===== src/rtl/cpu_defs.sv =====
// Definitions shared by the 16-bit core decoder and the memory sequencer:
// opcode field values and the sequencer state encoding.
package cpu_defs;

  // Opcode field, instr[15:11]
  localparam logic [4:0] OP_RTYPE = 5'b00000;
  localparam logic [4:0] OP_NOP   = 5'b00001;
  localparam logic [4:0] OP_BEQ   = 5'b00100;
  localparam logic [4:0] OP_LOAD  = 5'b10001;
  localparam logic [4:0] OP_ADDI  = 5'b10011;
  localparam logic [4:0] OP_STORE = 5'b10101;
  localparam logic [4:0] OP_HALT  = 5'b11011;

  typedef enum logic [2:0] {
    S_FETCH,
    S_IWAIT,
    S_DREAD,
    S_DWAIT,
    S_EXEC,
    S_HALT,
    S_HOST,
    S_HWAIT
  } seq_state_t;

  // State that follows S_IWAIT for a freshly fetched opcode.
  function automatic seq_state_t after_fetch(input logic [4:0] op);
    seq_state_t nxt;
    case (op)
      OP_HALT: nxt = S_HALT;
      OP_LOAD: nxt = S_DREAD;
      default: nxt = S_EXEC;
    endcase
    return nxt;
  endfunction

endpackage


===== src/rtl/mem_sequencer.sv =====
// Shares one synchronous single-port RAM between instruction fetch, core
// load/store and a host port; gates core updates with a one-cycle enable.
module mem_sequencer
  import cpu_defs::*;
#(
  parameter int unsigned AW = 8,
  parameter int unsigned DW = 16
) (
  input  logic          clk,
  input  logic          reset,
  // core side
  input  logic [AW-1:0] pc,
  input  logic [DW-1:0] aluout,
  input  logic          memwrite,
  input  logic [DW-1:0] writedata,
  output logic [DW-1:0] instr,
  output logic [DW-1:0] readdata,
  output logic          cpu_en,
  // RAM port
  output logic [AW-1:0] mem_addr,
  output logic          mem_we,
  output logic [DW-1:0] mem_wdata,
  input  logic [DW-1:0] mem_rdata,
  // host port
  input  logic          host_req,
  input  logic          host_we,
  input  logic [AW-1:0] host_addr,
  input  logic [DW-1:0] host_wdata,
  output logic [DW-1:0] host_rdata,
  output logic          host_ack,
  input  logic          host_run,
  output logic          halted
);

  seq_state_t    state_q, state_d;
  logic          ret_halt_q, ret_halt_d;
  logic          host_wr_q;
  logic [DW-1:0] instr_q, readdata_q, host_rdata_q;
  logic [AW-1:0] data_addr;
  logic [4:0]    fetched_op;

  // Only the low address bits of the ALU result reach the RAM.
  assign data_addr  = aluout[AW-1:0];
  assign fetched_op = mem_rdata[DW-1 -: 5];

  logic unused_alu_hi;
  assign unused_alu_hi = ^aluout[DW-1:AW];

  always_comb begin
    state_d    = state_q;
    ret_halt_d = ret_halt_q;
    cpu_en     = 1'b0;
    mem_addr   = '0;
    mem_we     = 1'b0;
    mem_wdata  = '0;
    host_ack   = 1'b0;
    halted     = 1'b0;

    unique case (state_q)
      S_FETCH: begin
        if (host_req) begin
          state_d    = S_HOST;
          ret_halt_d = 1'b0;
        end else begin
          mem_addr = pc;
          state_d  = S_IWAIT;
        end
      end
      S_IWAIT: state_d = after_fetch(fetched_op);
      S_DREAD: begin
        mem_addr = data_addr;
        state_d  = S_DWAIT;
      end
      S_DWAIT: state_d = S_EXEC;
      S_EXEC: begin
        cpu_en    = 1'b1;
        mem_addr  = data_addr;
        mem_we    = memwrite;
        mem_wdata = writedata;
        state_d   = S_FETCH;
      end
      S_HALT: begin
        halted = 1'b1;
        // A run pulse arriving together with a host request is dropped.
        if (host_req) begin
          state_d    = S_HOST;
          ret_halt_d = 1'b1;
        end else if (host_run) begin
          state_d = S_FETCH;
        end
      end
      S_HOST: begin
        mem_addr  = host_addr;
        mem_we    = host_we;
        mem_wdata = host_wdata;
        state_d   = S_HWAIT;
      end
      S_HWAIT: begin
        host_ack = 1'b1;
        state_d  = ret_halt_q ? S_HALT : S_FETCH;
      end
      default: state_d = S_FETCH;
    endcase

    // Nothing may leave the sequencer while reset is held.
    if (reset) begin
      cpu_en    = 1'b0;
      mem_addr  = '0;
      mem_we    = 1'b0;
      mem_wdata = '0;
      host_ack  = 1'b0;
      halted    = 1'b0;
    end
  end

  always_ff @(posedge clk) begin
    if (reset) begin
      state_q      <= S_FETCH;
      ret_halt_q   <= 1'b0;
      host_wr_q    <= 1'b0;
      instr_q      <= '0;
      readdata_q   <= '0;
      host_rdata_q <= '0;
    end else begin
      state_q    <= state_d;
      ret_halt_q <= ret_halt_d;
      if (state_q == S_IWAIT) instr_q <= mem_rdata;
      if (state_q == S_DWAIT) readdata_q <= mem_rdata;
      if (state_q == S_HOST) host_wr_q <= host_we;
      if ((state_q == S_HWAIT) && !host_wr_q) host_rdata_q <= mem_rdata;
    end
  end

  assign instr      = instr_q;
  assign readdata   = readdata_q;
  assign host_rdata = host_rdata_q;

  a_we_only_exec_host: assert property (@(posedge clk) disable iff (reset)
    mem_we |-> (state_q inside {S_EXEC, S_HOST}));

  a_cpu_en_single: assert property (@(posedge clk) disable iff (reset)
    cpu_en |=> !cpu_en);

endmodule

===== config.mk =====
export PLATFORM = sky130hd
export DESIGN_NAME = mem_sequencer
export DESIGN_NICKNAME = d
export VERILOG_FILES = /design/src/rtl/cpu_defs.sv /design/src/rtl/mem_sequencer.sv
export SDC_FILE = /design/constraint.sdc
export NUM_CORES = 1
export LEC_CHECK = 0
export ABC_CLOCK_PERIOD_IN_PS = 2500
export CORE_ASPECT_RATIO = 1.5
export CORE_UTILIZATION = 36
export CTS_CLUSTER_DIAMETER = 30
export DETAILED_ROUTE_END_ITERATION = 12
export GPL_ROUTABILITY_DRIVEN = 0
export PLACE_DENSITY_LB_ADDON = 0.1
export SYNTH_ARGS = -nofsm -noshare
export SYNTH_HDL_FRONTEND = slang
export SYNTH_SLANG_ARGS = --single-unit

===== constraint.sdc =====
create_clock -name clk -period 2.5 [get_ports clk]
set_clock_uncertainty 0.15 [all_clocks]
set_input_delay 0.5 -clock clk [delete_from_list [all_inputs] [get_ports clk]]
set_output_delay 0.5 -clock clk [all_outputs]
set_load 0.1 [all_outputs]

* Word-level counts from Yosys, hierarchy flattened
Index checks and enable logic that the tools add are counted.
** Storage, ports and cells
- Flip-flop bits (word level) :: 53
- Bits in latches :: 0
- RAM bits :: 0
- Memory bits (read-only) :: 0
- Bits of input ports :: 86
- Output and inout bits :: 76
- Memories :: 0
** Cells by class
- Add/subtract/negate cells :: 0
- Multipliers :: 0
- Divide/modulo/power cells :: 0
- Order comparisons :: 0
- Eq/ne operators :: 12
- Shifts and indexed selects :: 0
- Muxes and demuxes :: 22
- Bitwise logic cells :: 0
- Reductions and logical operators :: 6
** Operators with widths (number)
- one-hot mux 16 bit (2 select lines) :: 1
- one-hot mux 3 bit (8 select lines) :: 1
- one-hot mux 8 bit (3 select lines) :: 1
- 2-to-1 mux 16 bit :: 1
- 2-to-1 mux 8 bit :: 2
- equality test 3 bit, second input constant :: 4
- 2-to-1 mux 3 bit :: 4
- equality test 5 bit, second input constant :: 2
- 2-to-1 mux 1 bit :: 9
- equality test 3 x 2 -> 1 bit, second input constant :: 2
- one-hot mux 3 bit (2 select lines) :: 1
- != test 2 bit, second input constant :: 2
- one-hot mux 1 bit (2 select lines) :: 2
- equality test 3 x 1 -> 1 bit, second input constant :: 1
- logical NOT 3 bit :: 1
- != test 3 bit, second input constant :: 1
- AND reduction 3 bit :: 1
- nonzero test 2 bit :: 1
- OR reduction 2 bit :: 1
- logical AND 1 bit :: 1
- logical NOT 1 bit :: 1

* Logic depth before layout (Yosys ltp)
Gate-level depths: netlist of run 1.
- Depth after elaboration :: 4
- Mapped depth :: 7

* Worst setup path after synthesis of run 1
OpenSTA, ideal clock, no wires.
- Kind :: input -> output
- Start :: in host_req
- End :: out mem_addr[0]
- Arrival :: 3.417 ns
- Data required time :: 1.850 ns
- Path slack :: -1.567 ns
- Cell stages on the path :: 4
- Buffers on the path :: 1
- Path through :: clkbuf_1 > nor2_1 > a221oi_1 > a211oi_1
** Between the ends
- Word-level cells in the longest chain between the ends :: 3
** RTL lines
- from (decl) :: RTL line mem_sequencer.sv:25 : input logic host_req,
- 2-to-1 mux 8 bit :: RTL line mem_sequencer.sv:61 : if (host_req) begin
- one-hot mux 8 bit (3 select lines) :: RTL line mem_sequencer.sv:59 : unique case (state_q)
- 2-to-1 mux 8 bit :: RTL line mem_sequencer.sv:106 : if (reset) begin
- to (decl) :: RTL line mem_sequencer.sv:20 : output logic [AW-1:0] mem_addr,
Every way passes these cells.

* Worst setup path after layout of run 1
- Start :: reg state_q[1]
- End :: out mem_addr[1]
** Between the ends
- Word-level cells in the longest chain between the ends :: 4
- Elaborated cells between the ends (all ways) :: 7
** RTL lines
- from (decl) :: RTL line mem_sequencer.sv:35 : seq_state_t state_q, state_d;
- from (signal assigned) :: RTL line mem_sequencer.sv:125 : state_q <= state_d;
- equality test 3 bit or equality test 3 x 2 -> 1 bit (tied branches) :: RTL line mem_sequencer.sv:59
- OR reduction 2 bit (no line)
- one-hot mux 8 bit (3 select lines) (*) :: RTL line mem_sequencer.sv:59
- 2-to-1 mux 8 bit (*) :: RTL line mem_sequencer.sv:106
Mark *: on every way between the ends. The rest lies on a longest branch, timed or not.

==> results of run 1 <==
power by group:
group          internal, mW  switching (mW)
clock                 0.195           0.271
sequential            0.936          0.0693
combinational         0.950            1.89
total                  2.08            2.23
flip-flops by register name, indices dropped and copies added, names as in the netlist:
register	flops
readdata	16
instr	16
state_q	3
ret_halt_q	1
host_wr_q	1
host_rdata	16
final timing paths:
| check | end | depth (start not counted) | slack [ps] |
|---|---|---|---|
| setup / recovery | mem_addr[1] | 4 | 100 |
| hold / removal | host_rdata[1]$_SDFFE_PP0P_ | 2 | 310 |
| setup reg to reg | state_q[1]$_SDFFE_PP0P_ | 6 | 560 |
| hold reg to reg | host_rdata[1]$_SDFFE_PP0P_ | 2 | 310 |
area by class of cell:
class                           instances  area share [%]
Clock buffer                            6            1.57
Clock inverter                          2           0.217
Inverter                                1          0.0812
Multi-Input combinational cell        236            33.1
Sequential cell                        53            23.0
Tap cell                               76            2.06
Timing Repair Buffer                  171            40.0
routing by layer:
layer / vias to the layer above / share of wire, % / GRT usage, %
met5: - / 0 / 0
met3: 6 / 7.7 / 4.46
met1: 1291 / 40 / 27.3
li1: 1394 / - / -
met2: 127 / 51 / 40.3
met4: 0 / 0.97 / 6.28
cells by family after synthesis:
| logic type | Yosys count | share of synthesized area (%) |
|---|---|---|
| compound gates | 97 | 25.4 |
| xor+xnor | 1 | 0.356 |
| buf+inv | 27 | 5.50 |
| flops | 53 | 43.2 |
| mux | 8 | 3.26 |
| simple gates | 129 | 22.3 |
synth_stat cells:
master	instances	area share [%]
buf_4	2	0.61
a22o_1	17	6.1
buf_6	2	0.92
nand2_1	102	16
or3b_1	1	0.36
a211oi_2	1	0.51
o21bai_1	1	0.31
inv_1	1	0.15
or2_2	1	0.25
or4_1	1	0.31
nor2_2	3	0.76
mux2i_1	8	3.3
nor3_2	1	0.41
a21oi_1	53	11
nor2b_1	2	0.51
or2_1	1	0.25
nand3b_1	1	0.31
buf_2	9	1.8
nand4b_1	2	0.71
o221ai_1	1	0.36
o21ai_0	4	0.81
xor2_1	1	0.36
nor3b_2	1	0.51
o31ai_1	3	0.92
dfxtp_1	53	43
clkbuf_1	13	2.0
nand2b_1	3	0.76
nor4_1	1	0.25
a32oi_1	1	0.36
nor2_1	9	1.4
a221oi_1	8	2.8
a211oi_1	8	2.4
worst reg2reg max path, cell delays in order, from the launching register on:
cell	delay, ps
dfxtp_1	340
buf_4	250
buf_4	220
or3b_1	410
nor3_2	190
a21oi_1	120
a211oi_2	190
repair_timing:
action | CTS | global route
gates cloned | 0 | 1
endpoints found under the setup margin | 3 | 8
hold buffers | 0 | 0
buffers inserted | 1 | 0
pin swaps | 0 | 1
hold endpoints to repair | 0 | 0
resized for setup | 1 | 8
layout by cell type, fill, tap and decap left out, types with 3 or more instances in the layout:
cell,synthesis,routed
a211oi_4,0,8
a21oi_1,53,53
a221oi_2,0,6
a22o_2,0,7
a22o_4,0,10
buf_12,0,30
buf_4,2,64
clkbuf_8,0,5
clkdlybuf4s50_1,0,75
dfxtp_1,53,52
mux2i_1,8,8
nand2_1,102,102
nand2b_1,3,3
nor2_1,9,6
nor2_2,3,4
nor2_4,0,3
o21ai_0,4,4
o31ai_1,3,3
==> metrics.md, run 1 <==
| Metric | Value |
|---|---|
| Final Setup Violations | 0 |
| Max stage delay cell, worst path | dfxtp_2 |
| Critical path peak fanout | 14 |
| Final slew viol count | 0 |
| Inserted Diodes | 0 |
| Final nets | 554 |
| Max Cap Viol | 0 |
| Root buffer cell | clkbuf_8 |
| Setup CP Type | reg -> out |
| Seq/Total Area, Yosys | 43.2% |
| Netlist cell types | 32 |
| FF+latch count, synth | 53 |
| I/O pins | 162 |
| Worst-path clk slew | 90 ps |
| Initial antenna violation count | 0 |
| Largest net degree at the start of global routing | 54 |
| WL/cell | 15.2 um |
| Std cell rows | 36 |
| Worst skew pair latency | 300 ps |
| DIE WIDTH | 69.5 um |
| Crit share post-route | 95.8% |
| Max Fclk | 417 MHz |
| Worst Hold Class | reg -> reg |
| Clk sink count | 53 |
| CTS tree | yes |
| Startpoint class of the critical path | flip-flop |
| CP endpoint kind | primary output |
| Post-route cell area | 4620 um2 |
| Mapped Cells | 315 |
| CP arrival | 1750 ps |
| Layout cells sized above 1 | 31.1% |
| Run status | complete, no violations |
| Lkg Pwr | 1.78 nW |
| Fin. Hold Viols | 0 |
| Avg Cell Area, Syn | 7.81 um2 |
| Worst-path cell chain | buf_4 -> mux2i_1 -> a211oi_4 -> buf_12 |
| Post-Route WL | 8.26 mm |
| CP max stage delay | 480 ps |
| Cts bufs inserted | 5 |
| Register area | 1060 um2 |
| Vias per inst | 5.17 |
| Final HPWL DP | 6.22 mm |
| DIE AREA | 7170 um2 |
| Critical path's top delay family | buffers and inverters |
| Die Ht | 103 um |
| Count of non-filler cells in the finished layout | 545 |
| CP required | 1850 ps |
| # DRC | 0 |
| Buffers & Inverters on Critical Path | 2 |
| Drt pass-1 iters | 4 |
| Fin Setup TNS | 0 ps |
| R2r startpoint | state_q[2]$_SDFFE_PP0P_ |
| Core ar. | 6530 um2 |
| Worst Hold Slack | 307 ps |
| First-pass GRT wire length | 12.9 mm |
| Final critical-path required period | 2400 ps |
| # placed instances | 535 |
| Overall Power | 4.32 mW |
| Area growth syn-to-layout | 87.9% |
| Vias in the first global route | 2613 |
| Fill count | 536 |
| Gr ovfl total | 0 |
| Hold Path Origin | host_rdata[1]$_SDFFE_PP0P_ |
| Routed Antenna Nets | 0 |
| 1st-iter DRT viols | 111 |
| H-tree depth | 2 |
| CTS max path bufs | 2 |
| Worst Tran Pin Value | 532 ps |
| Pre-CTS WS | 5.18 ps |
| Cell area after synthesis | 2460 um2 |
| Syn_nets | 401 |
| Multi-input logic area | 1530 um2 |
| Crit path launch | state_q[1]$_SDFFE_PP0P_ |
| Total track usage | 22.4% |
| Via count | 2818 |
| Initial core utilization | 37.6% |
| Synth Warn # | 0 |
| Placed cell areas | 4480 um2 |
| Worst slew margin | 64.6% |
| IO Port Bufs | 153 |
| P per Cell Area | 934 nW/um2 |
| Final core utilization | 70.7% |
| VDD IR max | 0.636 mV |
| Worst setup margin | 104 ps |
Note: power is estimated with default switching activity, not from simulation.
==> run 2: changes to the inputs <==
--- a/config.mk
+++ b/config.mk
@@ -11,7 +11,7 @@
 export CTS_CLUSTER_DIAMETER = 30
 export DETAILED_ROUTE_END_ITERATION = 12
 export GPL_ROUTABILITY_DRIVEN = 0
-export PLACE_DENSITY_LB_ADDON = 0.1
+export PLACE_DENSITY_LB_ADDON = 0.3
 export SYNTH_ARGS = -nofsm -noshare
 export SYNTH_HDL_FRONTEND = slang
 export SYNTH_SLANG_ARGS = --single-unit
==> metrics.md, run 2 (synthesis results as in run 1) <==
| Metric | Value |
|---|---|
| Setup CP Type | in -> out (was reg -> out) |
| Commonest non-fill, non-tap cell in the layout | nand2_1 (unchanged) |
| Total track usage | 23.6% (was 22.4%) |
| Worst slew margin | 63.5% (was 64.6%) |
| CTS tree | yes (unchanged) |
| CP Capture Point | mem_addr[7] (was mem_addr[1]) |
| Worst Hold Class | reg -> reg (unchanged) |
| P per Cell Area | 942 nW/um2 (was 934 nW/um2) |
| CTS max path bufs | 2 (unchanged) |
| Post-Route WL | 8.71 mm (was 8.26 mm) |
| VDD IR max | 0.558 mV (was 0.636 mV) |
| Fin Setup TNS | 0 ps (unchanged) |
| Final core utilization | 70.1% (was 70.7%) |
| Max Fclk | 400 MHz (was 417 MHz) |
| Drt pass-1 iters | 4 (unchanged) |
| IO Port Bufs | 153 (unchanged) |
| Root buffer cell | clkbuf_8 (unchanged) |
| Cts bufs inserted | 5 (unchanged) |
| Startpoint class of the critical path | input pin (was flip-flop) |
| CP max stage delay | 470 ps (was 480 ps) |
| Lkg Pwr | 1.75 nW (was 1.78 nW) |
| H-tree depth | 2 (unchanged) |
| Clk sink count | 53 (unchanged) |
| Worst-path cell chain | clkdlybuf4s50_1 -> nor2_4 -> a221oi_1 -> a211oi_4 -> buf_12 (was buf_4 -> mux2i_1 -> a211oi_4 -> buf_12) |
| Crit share post-route | 99.9% (was 95.8%) |
| CP endpoint kind | primary output (unchanged) |
| Worst Tran Pin Value | 548 ps (was 532 ps) |
| Inserted Diodes | 0 (unchanged) |
| Hold-fix buffers, CTS | 0 (unchanged) |
| # DRC | 0 (unchanged) |
| Fin. Hold Viols | 0 (unchanged) |
| 1st-iter DRT viols | 84 (was 111) |
| Max Cap Viol | 0 (unchanged) |
| WL/cell | 16.1 um (was 15.2 um) |
| Fill count | 558 (was 536) |
| RSZ-0062 raised after global routing | yes |
| Routed Antenna Nets | 0 (unchanged) |
| Worst R2R Path Depth | 5 (was 6) |
| Vias in the first global route | 2769 (was 2613) |
| I/O pins | 162 (unchanged) |
| Overall Power | 4.31 mW (was 4.32 mW) |
| Vias per inst | 5.24 (was 5.17) |
| First-pass GRT wire length | 13.4 mm (was 12.9 mm) |
| Largest net degree at the start of global routing | 54 (unchanged) |
| Worst-path clk slew | 80 ps (was 90 ps) |
| Initial core utilization | 37.6% (unchanged) |
| Final nets | 552 (was 554) |
| R2r endpoint | state_q[1]$_SDFFE_PP0P_ (unchanged) |
| Final critical-path required period | 2500 ps (was 2400 ps) |
| Run status | complete, no violations (unchanged) |
| DIE AREA | 7170 um2 (unchanged) |
| Std cell rows | 36 (unchanged) |
| Hold Path Origin | instr[9]$_SDFFE_PP0P_ (was host_rdata[1]$_SDFFE_PP0P_) |
| Critical path peak fanout | 9 (was 14) |
| Final slew viol count | 0 (unchanged) |
| R2r startpoint | state_q[2]$_SDFFE_PP0P_ (unchanged) |
| CP required | 1850 ps (about the same) |
| Max stage delay cell, worst path | clkdlybuf4s50_1 (was dfxtp_2) |
| Via count | 2838 (was 2818) |
| Worst R2R Setup Slack | 770 ps (was 560 ps) |
| Most frequent cells in the layout | 102 x nand2_1, 76 x clkdlybuf4s50_1, 62 x buf_4 (was 102 x nand2_1, 75 x clkdlybuf4s50_1, 64 x buf_4) |
| Worst skew pair latency | 300 ps (about the same) |
| Area growth syn-to-layout | 86.2% (was 87.9%) |
| Core ar. | 6530 um2 (unchanged) |
| Layout cells sized above 1 | 29.4% (was 31.1%) |
| Gr ovfl total | 0 (unchanged) |
| CP arrival | 1850 ps (was 1750 ps) |
| Final Setup Violations | 0 (unchanged) |
| Crit path launch | host_req (was state_q[1]$_SDFFE_PP0P_) |
| Die Ht | 103 um (unchanged) |
| Initial antenna violation count | 0 (unchanged) |
| DIE WIDTH | 69.5 um (unchanged) |
| Final HPWL DP | 6.67 mm (was 6.22 mm) |
[run 2: metrics by stage]
stage	hold slack, ps	cell area (um2)	cells	setup slack (ps)
global route	325	4580	542	-78.5
CTS	309	4580	542	-13.6
detailed placement	297	4480	534	-22.3
global placement	293	4480	534	32.1
finish	307	4580	542	2.73
floorplan	322	2700	315	-37.3
[run 2: how the worst min path moves through the flow]
| stage | cells after the start | endpoint | slack, ps |
|---|---|---|---|
| final | 2 | instr[9]$_SDFFE_PP0P_ | 310 |
| after global routing | 2 | instr[7]$_SDFFE_PP0P_ | 330 |
| after CTS | 2 | instr[9]$_SDFFE_PP0P_ | 310 |
| after detailed placement | 2 | instr[7]$_SDFFE_PP0P_ | 300 |
| after global placement | 2 | instr[10]$_SDFFE_PP0P_ | 290 |
| after floorplan | 2 | ret_halt_q$_SDFFE_PP0P_ | 320 |
[run 2: area by class of cell]
class                           instances  area, um2  area share [%]
Inverter                                1       3.75          0.0820
Tap cell                               76       95.1            2.08
Sequential cell                        53       1060            23.2
Timing Repair Buffer                  170       1850            40.4
Multi-Input combinational cell        235       1480            32.3
Clock buffer                            7       86.3            1.89
[run 2: repair_timing]
| item | 4_1_cts | 5_1_grt |
|---|---|---|
| pin swaps | 1 | 2 |
| setup buffers | 1 | 0 |
| gates resized for setup | 0 | 1 |
| setup endpoints to repair | 8 | 21 |
[run 2: routing by layer]
metal | up-vias | wire, um | track usage [%]
met5 | - | 0 | 0
met4 | 0 | 160 | 8.16
met3 | 11 | 748 | 6.78
met2 | 124 | 4410 | 43.7
met1 | 1318 | 3400 | 25.8
li1 | 1385 | - | -
[run 2: critical path: cells and delay by family]
family / cells / cell delay [ps]
simple gates: 1 / 240
buf+inv: 2 / 680
compound gates: 2 / 430
[run 2: report_power, final]
part	internal [mW]	total (mW)	switching [mW]	leakage [nW]
Clock	0.220	0.479	0.259	0.0443
Combinational	0.946	2.83	1.88	1.28
Sequential	0.936	1.00	0.0691	0.430
Total	2.10	4.31	2.21	1.75
==> run 3: changes to the inputs <==
--- a/config.mk
+++ b/config.mk
@@ -6,12 +6,14 @@
 export NUM_CORES = 1
 export LEC_CHECK = 0
 export ABC_CLOCK_PERIOD_IN_PS = 2500
+export CAP_MARGIN = 15
 export CORE_ASPECT_RATIO = 1.5
 export CORE_UTILIZATION = 36
 export CTS_CLUSTER_DIAMETER = 30
 export DETAILED_ROUTE_END_ITERATION = 12
 export GPL_ROUTABILITY_DRIVEN = 0
 export PLACE_DENSITY_LB_ADDON = 0.3
+export REMOVE_ABC_BUFFERS = 1
 export SYNTH_ARGS = -nofsm -noshare
 export SYNTH_HDL_FRONTEND = slang
 export SYNTH_SLANG_ARGS = --single-unit
==> metrics.md, run 3 (synthesis results as in run 1) <==
| Metric | Value |
|---|---|
| 1st-iter DRT viols | 194 (was 84) |
| IO Port Bufs | 153 (unchanged) |
| Setup CP Type | reg -> out (was in -> out) |
| # placed instances | 542 (was 534) |
| H-tree depth | 2 (unchanged) |
| Crit share post-route | 96.6% (was 99.9%) |
| Internal Power | 2.06 mW (was 2.10 mW) |
| DR top layer | met4 (unchanged) |
| Worst Hold Class | reg -> reg (unchanged) |
| Via count | 2877 (was 2838) |
| Comb power frac | 64.3% (was 65.6%) |
| CP endpoint kind | primary output (unchanged) |
| Worst-path clk slew | 100 ps (was 80 ps) |
| Initial core utilization | 37.6% (unchanged) |
| Final HPWL DP | 6.36 mm (was 6.67 mm) |
| P per Cell Area | 946 nW/um2 (was 942 nW/um2) |
| # DRC | 0 (unchanged) |
| Critical path peak fanout | 20 (was 9) |
| Met2 WL | 4.43 mm (was 4.41 mm) |
| DIE WIDTH | 69.5 um (unchanged) |
| Cts bufs inserted | 5 (unchanged) |
| CP dominant cell by count | buf_12 |
| CP max stage delay | 400 ps (was 470 ps) |
| Total track usage | 22.7% (was 23.6%) |
| Worst-path cell chain | buf_8 -> nand2_1 -> nor2_2 -> buf_12 -> a22o_1 -> buf_12 (was clkdlybuf4s50_1 -> nor2_4 -> a221oi_1 -> a211oi_4 -> buf_12) |
| Final nets | 561 (was 552) |
| CP arrival | 1770 ps (was 1850 ps) |
| CTS max path bufs | 2 (unchanged) |
| Seq pwr share | 23.8% (was 23.3%) |
| RSZ-0062 raised after global routing | no (was yes) |
| Inserted Diodes | 0 (unchanged) |
| Root buffer cell | clkbuf_8 (unchanged) |
| First-pass GRT wire length | 13.1 mm (was 13.4 mm) |
| Worst R2R Path Depth | 6 (was 5) |
| Worst Tran Pin Value | 532 ps (was 548 ps) |
| Vias per inst | 5.21 (was 5.24) |
| Sw power | 2.15 mW (was 2.21 mW) |
| Max stage delay cell, worst path | dfxtp_4 (was clkdlybuf4s50_1) |
| CP required | 1850 ps (about the same) |
| Layout cells sized above 1 | 25.4% (was 29.4%) |
| Final Setup Violations | 0 (unchanged) |
| Startpoint class of the critical path | flip-flop (was input pin) |
| Lkg Pwr | 1.72 nW (was 1.75 nW) |
| Final core utilization | 68.2% (was 70.1%) |
| Overall Power | 4.21 mW (was 4.31 mW) |
| Max Fclk | 414 MHz (was 400 MHz) |
| DIE AREA | 7170 um2 (unchanged) |
| Final critical-path required period | 2420 ps (was 2500 ps) |
| WL/cell | 14.9 um (was 16.1 um) |
| Run status | complete, no violations (unchanged) |
| Max Cap Viol | 0 (unchanged) |
| Wire length on met1 | 2.91 mm (was 3.40 mm) |
| Fin. Hold Viols | 0 (unchanged) |
| Hold-fix buffers, CTS | 0 (unchanged) |
| Most frequent cells in the layout | 102 x nand2_1, 75 x clkdlybuf4s50_1, 69 x buf_4 (was 102 x nand2_1, 76 x clkdlybuf4s50_1, 62 x buf_4) |
| Worst slew margin | 64.5% (was 63.5%) |
| Final slew viol count | 0 (unchanged) |
| Count of non-filler cells in the finished layout | 552 (was 542) |
| Met3 Wirelength | 722 um (was 748 um) |
| Clk sink count | 53 (unchanged) |
| Switching share of total power | 51.0% (was 51.2%) |
| Core ar. | 6530 um2 (unchanged) |
| Die Ht | 103 um (unchanged) |
| Worst skew pair latency | 310 ps (was 300 ps) |
| Routed Antenna Nets | 0 (unchanged) |
| CTS tree | yes (unchanged) |
| Post-Route WL | 8.21 mm (was 8.71 mm) |
| Hold Path Cell Cnt | 2 (unchanged) |
| Gr ovfl total | 0 (unchanged) |
| Fin Setup TNS | 0 ps (unchanged) |
| Initial antenna violation count | 0 (unchanged) |
| Commonest non-fill, non-tap cell in the layout | nand2_1 (unchanged) |
| I/O pins | 162 (unchanged) |
| Drt pass-1 iters | 4 (unchanged) |
| VDD IR max | 0.605 mV (was 0.558 mV) |
| Vias in the first global route | 2838 (was 2769) |
| Area growth syn-to-layout | 81.2% (was 86.2%) |
| Largest net degree at the start of global routing | 54 (unchanged) |
| Clock share of power | 11.9% (was 11.1%) |
| Std cell rows | 36 (unchanged) |
| Placed cell areas | 4310 um2 (was 4480 um2) |
| Post-route cell area | 4450 um2 (was 4580 um2) |
-- run 3: path summary, 6_finish.rpt --
check	start	endpoint	slack, ps
setup / recovery	state_q[1]$_SDFFE_PP0P_	mem_wdata[12]	80
setup reg to reg	state_q[1]$_SDFFE_PP0P_	instr[8]$_SDFFE_PP0P_	710
hold reg to reg	instr[5]$_SDFFE_PP0P_	instr[5]$_SDFFE_PP0P_	310
hold / removal	instr[5]$_SDFFE_PP0P_	instr[5]$_SDFFE_PP0P_	310
-- run 3: critical path: cells and delay by family (launching register included) --
kind | cells | cell delay [ps]
compound gates | 1 | 200
buf+inv | 3 | 530
flops | 1 | 400
simple gates | 2 | 310
-- run 3: power groups by stage --
stage / clock network, mW / logic (mW) / registers, mW
after global placement: 0 / 2.66 / 1.00
after global routing: 0.548 / 2.83 / 1.02
after floorplan: 0 / 1.12 / 1.58
after detailed placement: 0 / 2.69 / 1.01
after CTS: 0.511 / 2.71 / 1.00
final: 0.503 / 2.71 / 1.00
-- run 3: routing by layer --
| layer | global-route usage [%] | vias to the layer above |
|---|---|---|
| li1 | - | 1415 |
| met4 | 5.97 | 0 |
| met3 | 5.81 | 11 |
| met5 | 0 | - |
| met1 | 23.9 | 1291 |
| met2 | 44.7 | 160 |
-- run 3: repair_timing --
action | in CTS | in global routing
endpoints found under the setup margin | 8 | 22
gates resized for setup | 7 | 3
pin swaps | 1 | 0
buffers inserted | 1 | 0
cloned | 1 | 0
-- run 3: stage by stage --
step	worst slack, ps	hold WS (ps)
final	84.5	309
after global routing	3.22	331
after CTS	3.59	312
after detailed placement	-434	297
after global placement	-314	292
after floorplan	-1640	316
-- run 3: layout make-up --
class	count	area [um2]
clock inverters	3	26.3
clock buffers	5	68.8
inverters	1	3.75
flip-flops and latches	53	1060
multi-input cells	236	1290
repair buffers	178	1910
fillers	528	2080
well taps	76	95.1
==> RTL edit 1 (flow settings as in run 1) <==
Change the parameter `AW` from 8 to 9.
--- a/src/rtl/mem_sequencer.sv
+++ b/src/rtl/mem_sequencer.sv
@@ -3,7 +3,7 @@
 module mem_sequencer
   import cpu_defs::*;
 #(
-  parameter int unsigned AW = 8,
+  parameter int unsigned AW = 9,
   parameter int unsigned DW = 16
 ) (
   input  logic          clk,
Ports: changed (resized host_addr, mem_addr and pc); port bits go from 162 to 165. The function was not compared with the original's and may differ.
==> RTL edit 1 against run 1 <==
  * Sequential cell count unchanged
  * Total power increased by 2.7%
  * Worst setup slack improved by 46 ps
  * Clock power increased by 2%
  * Routed wire length increased by 4.8%
  * Hold slack improved by 1.1 ps
  * Area after synthesis increased by 1.3%
  * Count of clock-buffer cells in the layout unchanged
  * Final area increased by 1.4%
  * Global-route usage increased by 0.99 points
  * Critical endpoint is now mem_we
  * Largest cell class unchanged
  * Largest power group unchanged
==> RTL edit 1: results (changes against run 1) <==
<table>
<tr><th>Metric</th><th>Value</th></tr>
<tr><th colspan="2">Critical path</th></tr>
<tr><td>Arrival time at the worst endpoint</td><td>1700 ps (-50 ps)</td></tr>
<tr><td>Delay-heaviest family, CP</td><td>simple AND/OR/NAND/NOR gates</td></tr>
<tr><td>Critical Path Max Stage Delay</td><td>380 ps (-100 ps)</td></tr>
<tr><th colspan="2">Finish</th></tr>
<tr><td>Non-filler instance count after layout</td><td>550 (+0.92%)</td></tr>
<tr><td>Number of fill cells</td><td>527 (-1.7%)</td></tr>
<tr><td>Net total in the final layout</td><td>561 (+1.3%)</td></tr>
<tr><td>Share of post-route cells with drive strength above 1</td><td>0.302 (-0.00961)</td></tr>
<tr><th colspan="2">Place</th></tr>
<tr><td>Placement-stage worst setup slack</td><td>-17.2 ps (-22.4 ps)</td></tr>
<tr><td>Total instance count after detailed placement</td><td>541 (+1.1%)</td></tr>
<tr><th colspan="2">Logic synthesis</th></tr>
<tr><td>List of most frequent post-synthesis cells</td><td>sky130_fd_sc_hd__nand2_1, sky130_fd_sc_hd__a21oi_1, sky130_fd_sc_hd__dfxtp_1</td></tr>
<tr><td>Cells after synthesis</td><td>318 (+0.95%)</td></tr>
<tr><th colspan="2">Clock network</th></tr>
<tr><td>Cells resized by post-CTS repair</td><td>0 (-1)</td></tr>
<tr><td>Postcts setup bufs</td><td>0 (-1)</td></tr>
<tr><th colspan="2">Global route</th></tr>
<tr><td>Met3 track utilization from global routing</td><td>0.0523 (+0.00775)</td></tr>
<tr><td>Global-route wire length before repair</td><td>14.0 mm (+8.0%)</td></tr>
<tr><td>Global Route met1 Usage</td><td>0.268 (-0.00459)</td></tr>
<tr><th colspan="2">Route</th></tr>
<tr><td>Iter 0 DRT Violations</td><td>71 (-36%)</td></tr>
<tr><td>Routed length on met3</td><td>607 um (-4.7%)</td></tr>
<tr><td>Met2 routed wirelength</td><td>4.59 mm (+8.4%)</td></tr>
<tr><td>Via density</td><td>5.29 (+2.3%)</td></tr>
<tr><td>Average wire per cell in the routed design</td><td>15.7 um (+3.9%)</td></tr>
<tr><td>Metal1 wirelength</td><td>3.40 mm (+2.5%)</td></tr>
<tr><th colspan="2">Timing</th></tr>
<tr><td>Relative slew slack</td><td>0.643 (-0.00213)</td></tr>
<tr><th colspan="2">Outcome</th></tr>
<tr><td>Outcome</td><td>completed</td></tr>
<tr><th colspan="2">Power and ir drop</th></tr>
<tr><td>Static leakage power</td><td>1.80 nW (+1.4%)</td></tr>
<tr><td>Peak ir drop on the vdd network</td><td>0.538 mV (-15%)</td></tr>
<tr><th colspan="2">Worst hold path</th></tr>
<tr><td>Hold path startpoint</td><td>instr[1]</td></tr>
<tr><td>Capture endpoint of the worst hold path</td><td>instr[1]</td></tr>
</table>
[RTL edit 1: logic make-up (layout without fill, tap and decap cells)]
| kind of cell | after synthesis | count (layout) | synth area share |
|---|---|---|---|
| AO/OA/AOI/OAI | 99 | 99 | 0.257 |
| multiplexers | 9 | 9 | 0.0362 |
| buffers and inverters | 27 | 182 | 0.0508 |
| XOR/XNOR | 1 | 1 | 0.00352 |
| flip-flops | 53 | 53 | 0.426 |
| AND/OR/NAND/NOR | 129 | 130 | 0.226 |
[RTL edit 1: cell type report]
type	count	area, sq um	share of cell area
Clock buffer	6	72.6	0.0155
Multi-Input combinational cell	239	1550	0.331
Timing Repair Buffer	173	1890	0.403
Clock inverter	2	10.0	0.00214
Sequential cell	53	1060	0.227
Inverter	1	3.75	0.000801
Tap cell	76	95.1	0.0203
[RTL edit 1: power breakdown]
group / internal, mW / leakage [nW] / switching (mW)
Combinational: 0.984 / 1.33 / 1.97
Sequential: 0.936 / 0.430 / 0.0680
Clock: 0.195 / 0.0450 / 0.279
[RTL edit 1: how the worst max path moves through the flow]
stage	to	slack [ps]	start	depth (start not counted)
after floorplan	mem_addr[1]	-60	reset	4
after global placement	mem_addr[7]	10	host_req	5
after detailed placement	mem_addr[8]	-20	host_req	5
after CTS	mem_addr[4]	-20	host_req	5
after global routing	mem_wdata[15]	80	state_q[1]	4
final	mem_we	150	state_q[1]	4
[RTL edit 1: worst register-to-register path, cell delays in order, from the launching register on]
cell	delay (ps)
sky130_fd_sc_hd__dfxtp_2	380
sky130_fd_sc_hd__buf_4	200
sky130_fd_sc_hd__nand2b_1	180
sky130_fd_sc_hd__nor2_1	430
sky130_fd_sc_hd__buf_4	290
sky130_fd_sc_hd__nand2_1	70
sky130_fd_sc_hd__a21oi_1	120
==> RTL edit 2 (config.mk and constraints of run 1) <==
Made on the original files. Make the reset (`reset`) asynchronous in one clocked block.
--- a/src/rtl/mem_sequencer.sv
+++ b/src/rtl/mem_sequencer.sv
@@ -113,7 +113,7 @@
     end
   end
 
-  always_ff @(posedge clk) begin
+  always_ff @(posedge clk or posedge reset) begin
     if (reset) begin
       state_q      <= S_FETCH;
       ret_halt_q   <= 1'b0;
Behaviour: differs if reset is asserted again (counterexample within 4 cycles, from zero or initial values and one cycle with reset high); with reset held inactive, the same outputs for 10 cycles.
==> RTL edit 2 against run 1 <==
  * Final area increased by 6.4%
  * Register-to-register slack lost 230 ps
  * Maximum frequency grew 0.62%
  * Synthesized cell count is 28% lower
  * Area after synthesis is 11% higher
  * Die area up 10%
  * Final cell count down 10%
  * Sequential share of layout area rose by 4.0 points
  * Worst setup slack better by 15 ps
  * Hold slack better by 29 ps
  * Highest routed layer unchanged
  * Sequential cell count unchanged
  * Routed wire length decreased by 6.9%
Power is not shown: default switching activity piles up to over one toggle a cycle in this logic, so the estimate is an artifact.
==> RTL edit 2: results (changes against run 1) <==
<table>
<tr><th>Metric</th><th>Value</th></tr>
<tr><th colspan="2">Outcome</th></tr>
<tr><td>Outcome</td><td>completed</td></tr>
<tr><th colspan="2">Logic synthesis</th></tr>
<tr><td>Ys async rst share</td><td>1.00 (+1.00)</td></tr>
<tr><td>List of most frequent post-synthesis cells</td><td>sky130_fd_sc_hd__dfrtp_1, sky130_fd_sc_hd__mux2_2, sky130_fd_sc_hd__nor2_1</td></tr>
<tr><td>Avg Cell Area, Syn</td><td>12.0 sq um (+54%)</td></tr>
<tr><td>Synthesized netlist net count</td><td>313 (-22%)</td></tr>
<tr><td>Top flip-flop cell by instance count after synthesis</td><td>sky130_fd_sc_hd__dfrtp_1</td></tr>
<tr><td>Proportion of synthesized chip area in sequential cells</td><td>0.487 (+0.0558)</td></tr>
<tr><td>Synth unique cells</td><td>37 (+16%)</td></tr>
<tr><td>Cell types with the largest area share after synthesis</td><td>sky130_fd_sc_hd__dfrtp_1, sky130_fd_sc_hd__mux2_2, sky130_fd_sc_hd__mux2i_1</td></tr>
<tr><th colspan="2">Route</th></tr>
<tr><td>Via density</td><td>4.89 (-5.5%)</td></tr>
<tr><td>Total wire length after detailed routing</td><td>7.69 mm (-6.9%)</td></tr>
<tr><td>Iter 0 DRT Violations</td><td>40 (-64%)</td></tr>
<tr><th colspan="2">Place</th></tr>
<tr><td>Sum of net half-perimeters after detailed placement</td><td>5.64 mm (-9.2%)</td></tr>
<tr><td>Total instance count after detailed placement</td><td>479 (-10%)</td></tr>
<tr><th colspan="2">Clock network</th></tr>
<tr><td>Postcts setup bufs</td><td>0 (-1)</td></tr>
<tr><th colspan="2">Critical path</th></tr>
<tr><td>Origin of the critical flop-to-flop path</td><td>state_q[0]</td></tr>
<tr><td>Worst setup path endpoint</td><td>mem_addr[4]</td></tr>
<tr><td>Capture point of the worst reg-to-reg path</td><td>readdata[12]</td></tr>
<tr><td>Register-to-register setup slack</td><td>330 ps (-230 ps)</td></tr>
<tr><td>CP Max Fanout</td><td>8 (-6)</td></tr>
<tr><th colspan="2">Global route</th></tr>
<tr><td>Global-route wire length before repair</td><td>12.1 mm (-6.3%)</td></tr>
<tr><td>Pin count of the biggest net entering global routing</td><td>35 (-35%)</td></tr>
<tr><td>Global-route total usage across every layer</td><td>0.199 (-0.0248)</td></tr>
<tr><th colspan="2">Finish</th></tr>
<tr><td>Share of post-route cells with drive strength above 1</td><td>0.472 (+0.160)</td></tr>
<tr><td>Net total in the final layout</td><td>473 (-15%)</td></tr>
</table>
[RTL edit 2: cell types whose count changed after synthesis, sizes merged, moves of 8 or more]
cell    delta
a221oi     -8
nand3b     +8
mux2      +49
a22o      -17
mux2i      +9
nand3      +8
a21oi     -51
clkbuf    -11
dfrtp     +53
nor2      +14
a31oi      +9
nand2     -88
a211oi     -9
dfxtp     -53
[RTL edit 2: cell type report]
| cell class | count | share of cell area |
|---|---|---|
| Multi-Input combinational cell | 155 | 0.301 |
| Tap cell | 100 | 0.0255 |
| Inverter | 4 | 0.00305 |
| Timing Repair Buffer | 168 | 0.377 |
| Sequential cell | 53 | 0.270 |
| Clock buffer | 5 | 0.0140 |
| Clock inverter | 3 | 0.00942 |
[RTL edit 2: how the worst min path moves through the flow]
stage	endpoint	start
2_1_floorplan	host_wr_q	host_wr_q
3_3_place_gp	instr[10]	instr[10]
3_5_place_dp	instr[10]	instr[10]
4_1_cts	readdata[14]	readdata[14]
5_1_grt	instr[3]	reset
6_report	host_wr_q	reset
[RTL edit 2: worst max-delay path, cell delays in order]
cell                              delay, ps
sky130_fd_sc_hd__clkdlybuf4s50_1        430
sky130_fd_sc_hd__nor2_1                  90
sky130_fd_sc_hd__buf_4                  160
sky130_fd_sc_hd__nand3_1                100
sky130_fd_sc_hd__a31oi_2                240
sky130_fd_sc_hd__buf_12                 200
[RTL edit 2: repair_timing]
| item | CTS | global route |
|---|---|---|
| pin swaps | 1 | 2 |
| resized for setup | 23 | 4 |
| hold buffers | 0 | 0 |
| hold endpoints to repair | 0 | 0 |
| gates cloned | 1 | 0 |
| setup endpoints to repair | 26 | 19 |
[RTL edit 2: cell families after synthesis]
logic type / after synthesis / share of synthesized area
compound gates: 20 / 0.0510
xor+xnor: 1 / 0.00322
simple gates: 68 / 0.130
mux: 66 / 0.279
flops: 53 / 0.487
buf+inv: 19 / 0.0492
[RTL edit 2: metal layers]
metal  share of wire  vias up  wire [um]  GRT usage
met3           0.068        9        524     0.0401
met4           0.016        0        123     0.0658
li1                -     1121          -          -
met5               0        -          0          0
met1            0.39     1152       3020      0.232
met2            0.52      102       4020      0.358
[RTL edit 2: metrics by stage]
step / TNS (ps) / setup slack [ps] / utilization / hold slack [ps]
3_5_place_dp: -1340 / -62.5 / 0.640 / 334
4_1_cts: 0 / 1.89 / 0.674 / 367
6_report: 0 / 119 / 0.676 / 336
3_3_place_gp: -1290 / -59.2 / 0.640 / 329
2_1_floorplan: -4380 / -220 / - / 331
5_1_grt: 0 / 48.1 / 0.676 / 373
